### src/rtl/somador_subtrator.sv
// somador_subtrator: two's-complement adder/subtractor for the MIPS datapath.
// It is built as a ripple-carry chain of full-adder cells. Operand b is
// inverted when sub = 1, and sub is fed in as the carry-in.
// s and Cout are combinational. An optional registered stage captures the
// result and its flags when en = 1.
// The signed-overflow flag is built only when the SOMSUB_OVF_EN macro is
// defined. Without that macro, ovf and ovf_q are tied to 0.
module somador_subtrator #(
    parameter int WIDTH = 16
) (
    input  logic             clk,
    input  logic             rst,
    input  logic             en,
    input  logic [WIDTH-1:0] a,
    input  logic [WIDTH-1:0] b,
    input  logic             sub,
    output logic [WIDTH-1:0] s,
    output logic             Cout,
    output logic             ovf,
    output logic [WIDTH-1:0] s_q,
    output logic             cout_q,
    output logic             zero_q,
    output logic             ovf_q
);

    localparam int MSB = WIDTH - 1;

    // Operand b after the conditional inversion that turns an add into a subtract.
    logic [WIDTH-1:0] b_x;
    // carry[i] is the carry into bit i; carry[WIDTH] is the carry out of the MSB.
    logic [WIDTH:0]   carry;
    logic [WIDTH-1:0] sum;

    assign b_x      = b ^ {WIDTH{sub}};
    assign carry[0] = sub;

    // Ripple-carry chain: one full-adder cell per bit.
    generate
        for (genvar gi = 0; gi < WIDTH; gi++) begin : g_fa
            assign sum[gi]      = a[gi] ^ b_x[gi] ^ carry[gi];
            assign carry[gi+1]  = (a[gi] & b_x[gi]) | (carry[gi] & (a[gi] ^ b_x[gi]));
        end
    endgenerate

    assign s    = sum;
    assign Cout = carry[WIDTH];

`ifdef SOMSUB_OVF_EN
    // Signed overflow: the operands (after accounting for the operation) have
    // the same sign, and the result's sign differs from a.
    always_comb begin
        if (sub)
            ovf = (a[MSB] != b[MSB]) && (sum[MSB] != a[MSB]);
        else
            ovf = (a[MSB] == b[MSB]) && (sum[MSB] != a[MSB]);
    end
`else
    assign ovf = 1'b0;
`endif

    // Next-state values for the registered stage.
    logic [WIDTH-1:0] s_d;
    logic             cout_d;
    logic             zero_d;
    logic             ovf_d;

    // Capture the new result when en = 1; otherwise hold the current value.
    always_comb begin
        s_d    = s_q;
        cout_d = cout_q;
        zero_d = zero_q;
        ovf_d  = ovf_q;
        if (en) begin
            s_d    = sum;
            cout_d = carry[WIDTH];
            zero_d = (sum == '0);
            ovf_d  = ovf;
        end
    end

    // Registered result stage. Reset clears it asynchronously and overrides en.
    always_ff @(posedge clk or posedge rst) begin
        if (rst) begin
            s_q    <= '0;
            cout_q <= 1'b0;
            zero_q <= 1'b0;
            ovf_q  <= 1'b0;
        end else begin
            s_q    <= s_d;
            cout_q <= cout_d;
            zero_q <= zero_d;
            ovf_q  <= ovf_d;
        end
    end

endmodule

### config.mk
export PLATFORM = sky130hd
export DESIGN_NAME = somador_subtrator
export DESIGN_NICKNAME = d
export VERILOG_FILES = /design/src/rtl/somador_subtrator.sv
export SDC_FILE = /design/constraint.sdc
export NUM_CORES = 1
export LEC_CHECK = 0
export BUFFER_PORTS_ARGS = -buffer_cell sky130_fd_sc_hd__buf_2
export CELL_PAD_IN_SITES_DETAIL_PLACEMENT = 1
export CELL_PAD_IN_SITES_GLOBAL_PLACEMENT = 1
export CORE_ASPECT_RATIO = 0.6
export CORE_MARGIN = 1
export CORE_UTILIZATION = 34
export DETAILED_ROUTE_END_ITERATION = 10
export PLACE_DENSITY = 0.84
export SLEW_MARGIN = 10
export SYNTH_ARGS = -nofsm -noshare
export SYNTH_HDL_FRONTEND = slang
export SYNTH_SLANG_ARGS = --single-unit
### constraint.sdc
create_clock -name clk -period 12.25 [get_ports clk]
set_input_delay 0.6125 -clock clk [delete_from_list [all_inputs] [get_ports clk]]
set_output_delay 0.6125 -clock clk [all_outputs]
set_load 0.02 [all_outputs]
# After elaboration in Yosys (flattened, before gate mapping)
# Cells that the tools add are included.
[totals]
elab_cells = 85
inputBits = 36
output_inout_bits = 37
regBits = 18
[op_classes]
bitwise = 81
reduce_logical = 1
[ops]
columns = ["operator", "n"]
rows = [
  ["$and A1 B1 Y1", 32],
  ["$xor A1 B1 Y1", 32],
  ["$logic_not A16 Y1", 1],
  ["$or A1 B1 Y1", 16],
  ["$xor A16 B16 Y16", 1],
]

# Depth between registers and ports, before layout
[depth]
ltp_word = 34
depth_mapped = 23
mapped_depth_nobuf = 21

# Worst setup path after synthesis
# No wires, ideal clock.
[synth_path]
kind = "input port to output port"
startpoint = "input port sub"
endpoint = "output port s[15]"
required_ns = 11.637
path_slack_ns = 4.968
cell_stages = 21
arrival_time_ns = 6.669
cell_sequence = "buf_6 buf_6 mux2i_1 fa_1 fa_1 fa_1 fa_1 fa_1 fa_1 fa_1 fa_1 fa_1 fa_1 fa_1 inv_1 fa_1 inv_1 fa_1 fa_1 inv_1 fa_1"
[synth_between]
elab_chain_len = 33
word_cells_on_any_way = 63
cone_classes = "bitwise (63)"
[synth_lines]
columns = ["item", "line", "text"]
rows = [
  ["start, declared", "16", "input logic sub,"],
  ["$xor A16 B16 Y16", "34", "assign b_x = b ^ {WIDTH{sub}};"],
  ["$xor A1 B1 Y1", "41", "assign carry[gi+1] = (a[gi] & b_x[gi]) | (carry[gi] & (a[gi] ^ b_x[gi]));"],
  ["$and A1 B1 Y1", "41", ""],
  ["$or A1 B1 Y1", "41", ""],
  ["$and A1 B1 Y1", "41", ""],
  ["$or A1 B1 Y1", "41", ""],
  ["$and A1 B1 Y1", "41", ""],
  ["$or A1 B1 Y1", "41", ""],
  ["(+17 left out)", "n/a", ""],
  ["$or A1 B1 Y1", "41", ""],
  ["$and A1 B1 Y1", "41", ""],
  ["$or A1 B1 Y1", "41", ""],
  ["$and A1 B1 Y1", "41", ""],
  ["$or A1 B1 Y1", "41", ""],
  ["$and A1 B1 Y1", "41", ""],
  ["$or A1 B1 Y1", "41", ""],
  ["$xor A1 B1 Y1 (*)", "40", "assign sum[gi] = a[gi] ^ b_x[gi] ^ carry[gi];"],
  ["end, declared", "17", "output logic [WIDTH-1:0] s,"],
]
# Every way passes the cells marked *; elsewhere a longest branch is shown, timed or not.

# Worst setup path after layout
# Same ends and word-level chain as after synthesis.

==> reports/qor.csv <==
metric,value,unit
fin_nets,244,
postCtsSetupBuffers,0,
track_usage,17.5,%
utilization,46.5,%
via_per_inst,4.35,
finalWorstPathRequiredPeriod,7.78,ns
drc,0,
port_buffers,70,
fin_crit_sh,63.5,%
hold_path.class,primary input to async pin,
tightest_slew,0.706,ns
synth_top_area_share,34.4,%
finalMaxSlewViolations,0,
finClkSkew,0,ns
cts.sinks,18,
ys_seq_area_share,34.4,%
clk_latency,0.25,ns
max-vdd-ir-drop,0.0604,mV
layout-drive-gt1-share,42.7,%
fin_cells,239,
power_leakage,0.909,nW
endpoint,s[15],
crit_required,11.64,ns
tns,0,ns
r2r_cells,2,
synth.distinct_cells,18,
cts_root_buf,clkbuf_8,
multiInputGateArea,679,sq um
ctsResizeCount,0,
fin_area,1710,sq um
yosysWarnings,0,
grt_pass1_wl,5.20,mm
ys_ff_latch,18,
row_count,17,
vias,1040,
path_class,primary input to output port,
routedWlPerCell,13.4,microns
avgSynthCellArea,10.5,sq um
core,3680,sq um
status,"finished, final reports clean",
clk_pin_slew,0.07,ns
area.growth.synth_to_final,30.8,%
num_antenna_cells,0,
start_kind,primary input,
synth_area,1310,sq um
max_slew_margin,52.9,%
cp.arrival,7.17,ns
ff2ff_setup_slack,11.43,ns
timing.rr.start,zero_q,
grt-ovfl-total,0,
cts_htree_levels,1,
setup_ws,4.47,ns
first_global_vias,1101,
nFillCells,452,
cts_tree,yes,
initial_utilization,35.5,%
wl,3.20,mm
ant_nets,0,
crit_start,sub,
antenna_found_initial,0,
io_pins,73,
place_congestion,0.763,
synth_top_area_cell,dfrtp_1,
total_power,274,uW
whs,0.467,ns
die_h,50.0,microns
timing.fmax,129,MHz
dp_slack,4.46,ns
hold_viol_final,0,
cts_buffers,3,
grt_max_degree,30,
worstReg2RegEnd,zero_q,
seq_area,450,sq um
max-cap-violations,0,
place_hpwl,2.78,mm
die_w,82.1,microns
ctsHoldBuffers,0,
critPathMaxFanout,16,
placed_cells,235,
syn-instance-count,124,
crit_path_end_kind,output port,
finalSetupViolations,0,
drt_first_iter_violations,14,
firstDrtPassIters,3,
dpl_cell_area,1660,sq um
grt_setup_unrepaired,false,
p_per_area,160,nW/um^2
clk_path_buf_depth,2,
synth_area_leaders,"dfrtp_1, fa_1, xnor2_1, inv_1, mux2_2",
die_area,4110,sq um
## synthesized netlist by cell type
| master | n |
|---|---|
| nand2_1 | 1 |
| and2b_1 | 1 |
| inv_1 | 31 |
| a21oi_1 | 10 |
| buf_6 | 4 |
| nand4_1 | 3 |
| nor4_2 | 1 |
| buf_2 | 1 |
| mux2_2 | 7 |
| dfrtp_1 | 18 |
| xor2_1 | 2 |
| xnor2_1 | 14 |
| mux2i_1 | 1 |
| fa_1 | 15 |
| nor2_1 | 11 |
| conb_1 | 1 |
| a31o_1 | 1 |
| buf_4 | 2 |
## routing by layer
metal | part of all wire (%) | track usage (%) | routed length, microns
met5 | 0 | 0 | 0
met4 | 0 | 1.75 | 0
met3 | 6.3 | 4.63 | 203
met2 | 47 | 30.3 | 1510
met1 | 46 | 22.4 | 1490
## layout make-up
type	instances	area share (%)
inverter	31	6.80
clock buffer	4	3.22
tap	47	3.44
multi-input combinational	69	39.7
timing repair buffer	70	20.5
sequential	18	26.3
## worst max-delay path, stage by stage
cell,delay [ns]
buf_2,0.35
xnor2_1,0.16
fa_1,0.43
fa_1,0.39
fa_1,0.39
fa_1,0.38
fa_1,0.38
fa_1,0.40
fa_1,0.39
fa_1,0.39
fa_1,0.39
fa_1,0.39
fa_1,0.36
inv_1,0.07
fa_1,0.16
inv_1,0.05
fa_1,0.37
fa_1,0.36
inv_1,0.07
fa_1,0.45
buf_2,0.19
## cells in the final DEF, fill, tap and decap left out, drive strengths merged, types with 2 or more instances in the layout
| cell type | Yosys | final |
|---|---|---|
| buf | 7 | 70 |
| inv | 31 | 31 |
| dfrtp | 18 | 18 |
| fa | 15 | 15 |
| xnor2 | 14 | 14 |
| nor2 | 11 | 11 |
| a21oi | 10 | 10 |
| mux2 | 7 | 7 |
| clkbuf | 0 | 4 |
| nand4 | 3 | 3 |
| xor2 | 2 | 2 |
| conb | 1 | 2 |
## registers in the layout (all words and copies together) (netlist names)
name and count:
s_q 16, zero_q 1, cout_q 1
## cells by family after synthesis
| family | count (synthesis) | share of synthesized area [%] |
|---|---|---|
| buffers and inverters | 38 | 13.9 |
| adders and majority gates | 15 | 23.0 |
| muxes | 8 | 6.79 |
| xor gates and xnor gates | 16 | 10.7 |
| and+or+nand+nor | 17 | 6.41 |
| DFF | 18 | 34.4 |
| other | 1 | 0.287 |
| AOI/OAI and AO/OA | 11 | 4.50 |
## where the power goes
| group | internal [mW] | switching (mW) | leakage, nW |
|---|---|---|---|
| sequential | 0.0746 | 0.00835 | 0.207 |
| combinational | 0.0532 | 0.0904 | 0.673 |
| clock | 0.0285 | 0.0190 | 0.0288 |
| total | 0.156 | 0.118 | 0.909 |
## worst min path at each step
stage              end  slack (ns)
6_report        s_q[8]        0.47
5_1_grt        s_q[10]        0.54
4_1_cts        s_q[10]        0.50
3_5_place_dp    s_q[8]        0.50
3_3_place_gp   s_q[10]        0.49
2_1_floorplan   cout_q        0.55
No activity file was read; power rests on OpenSTA's default activity.
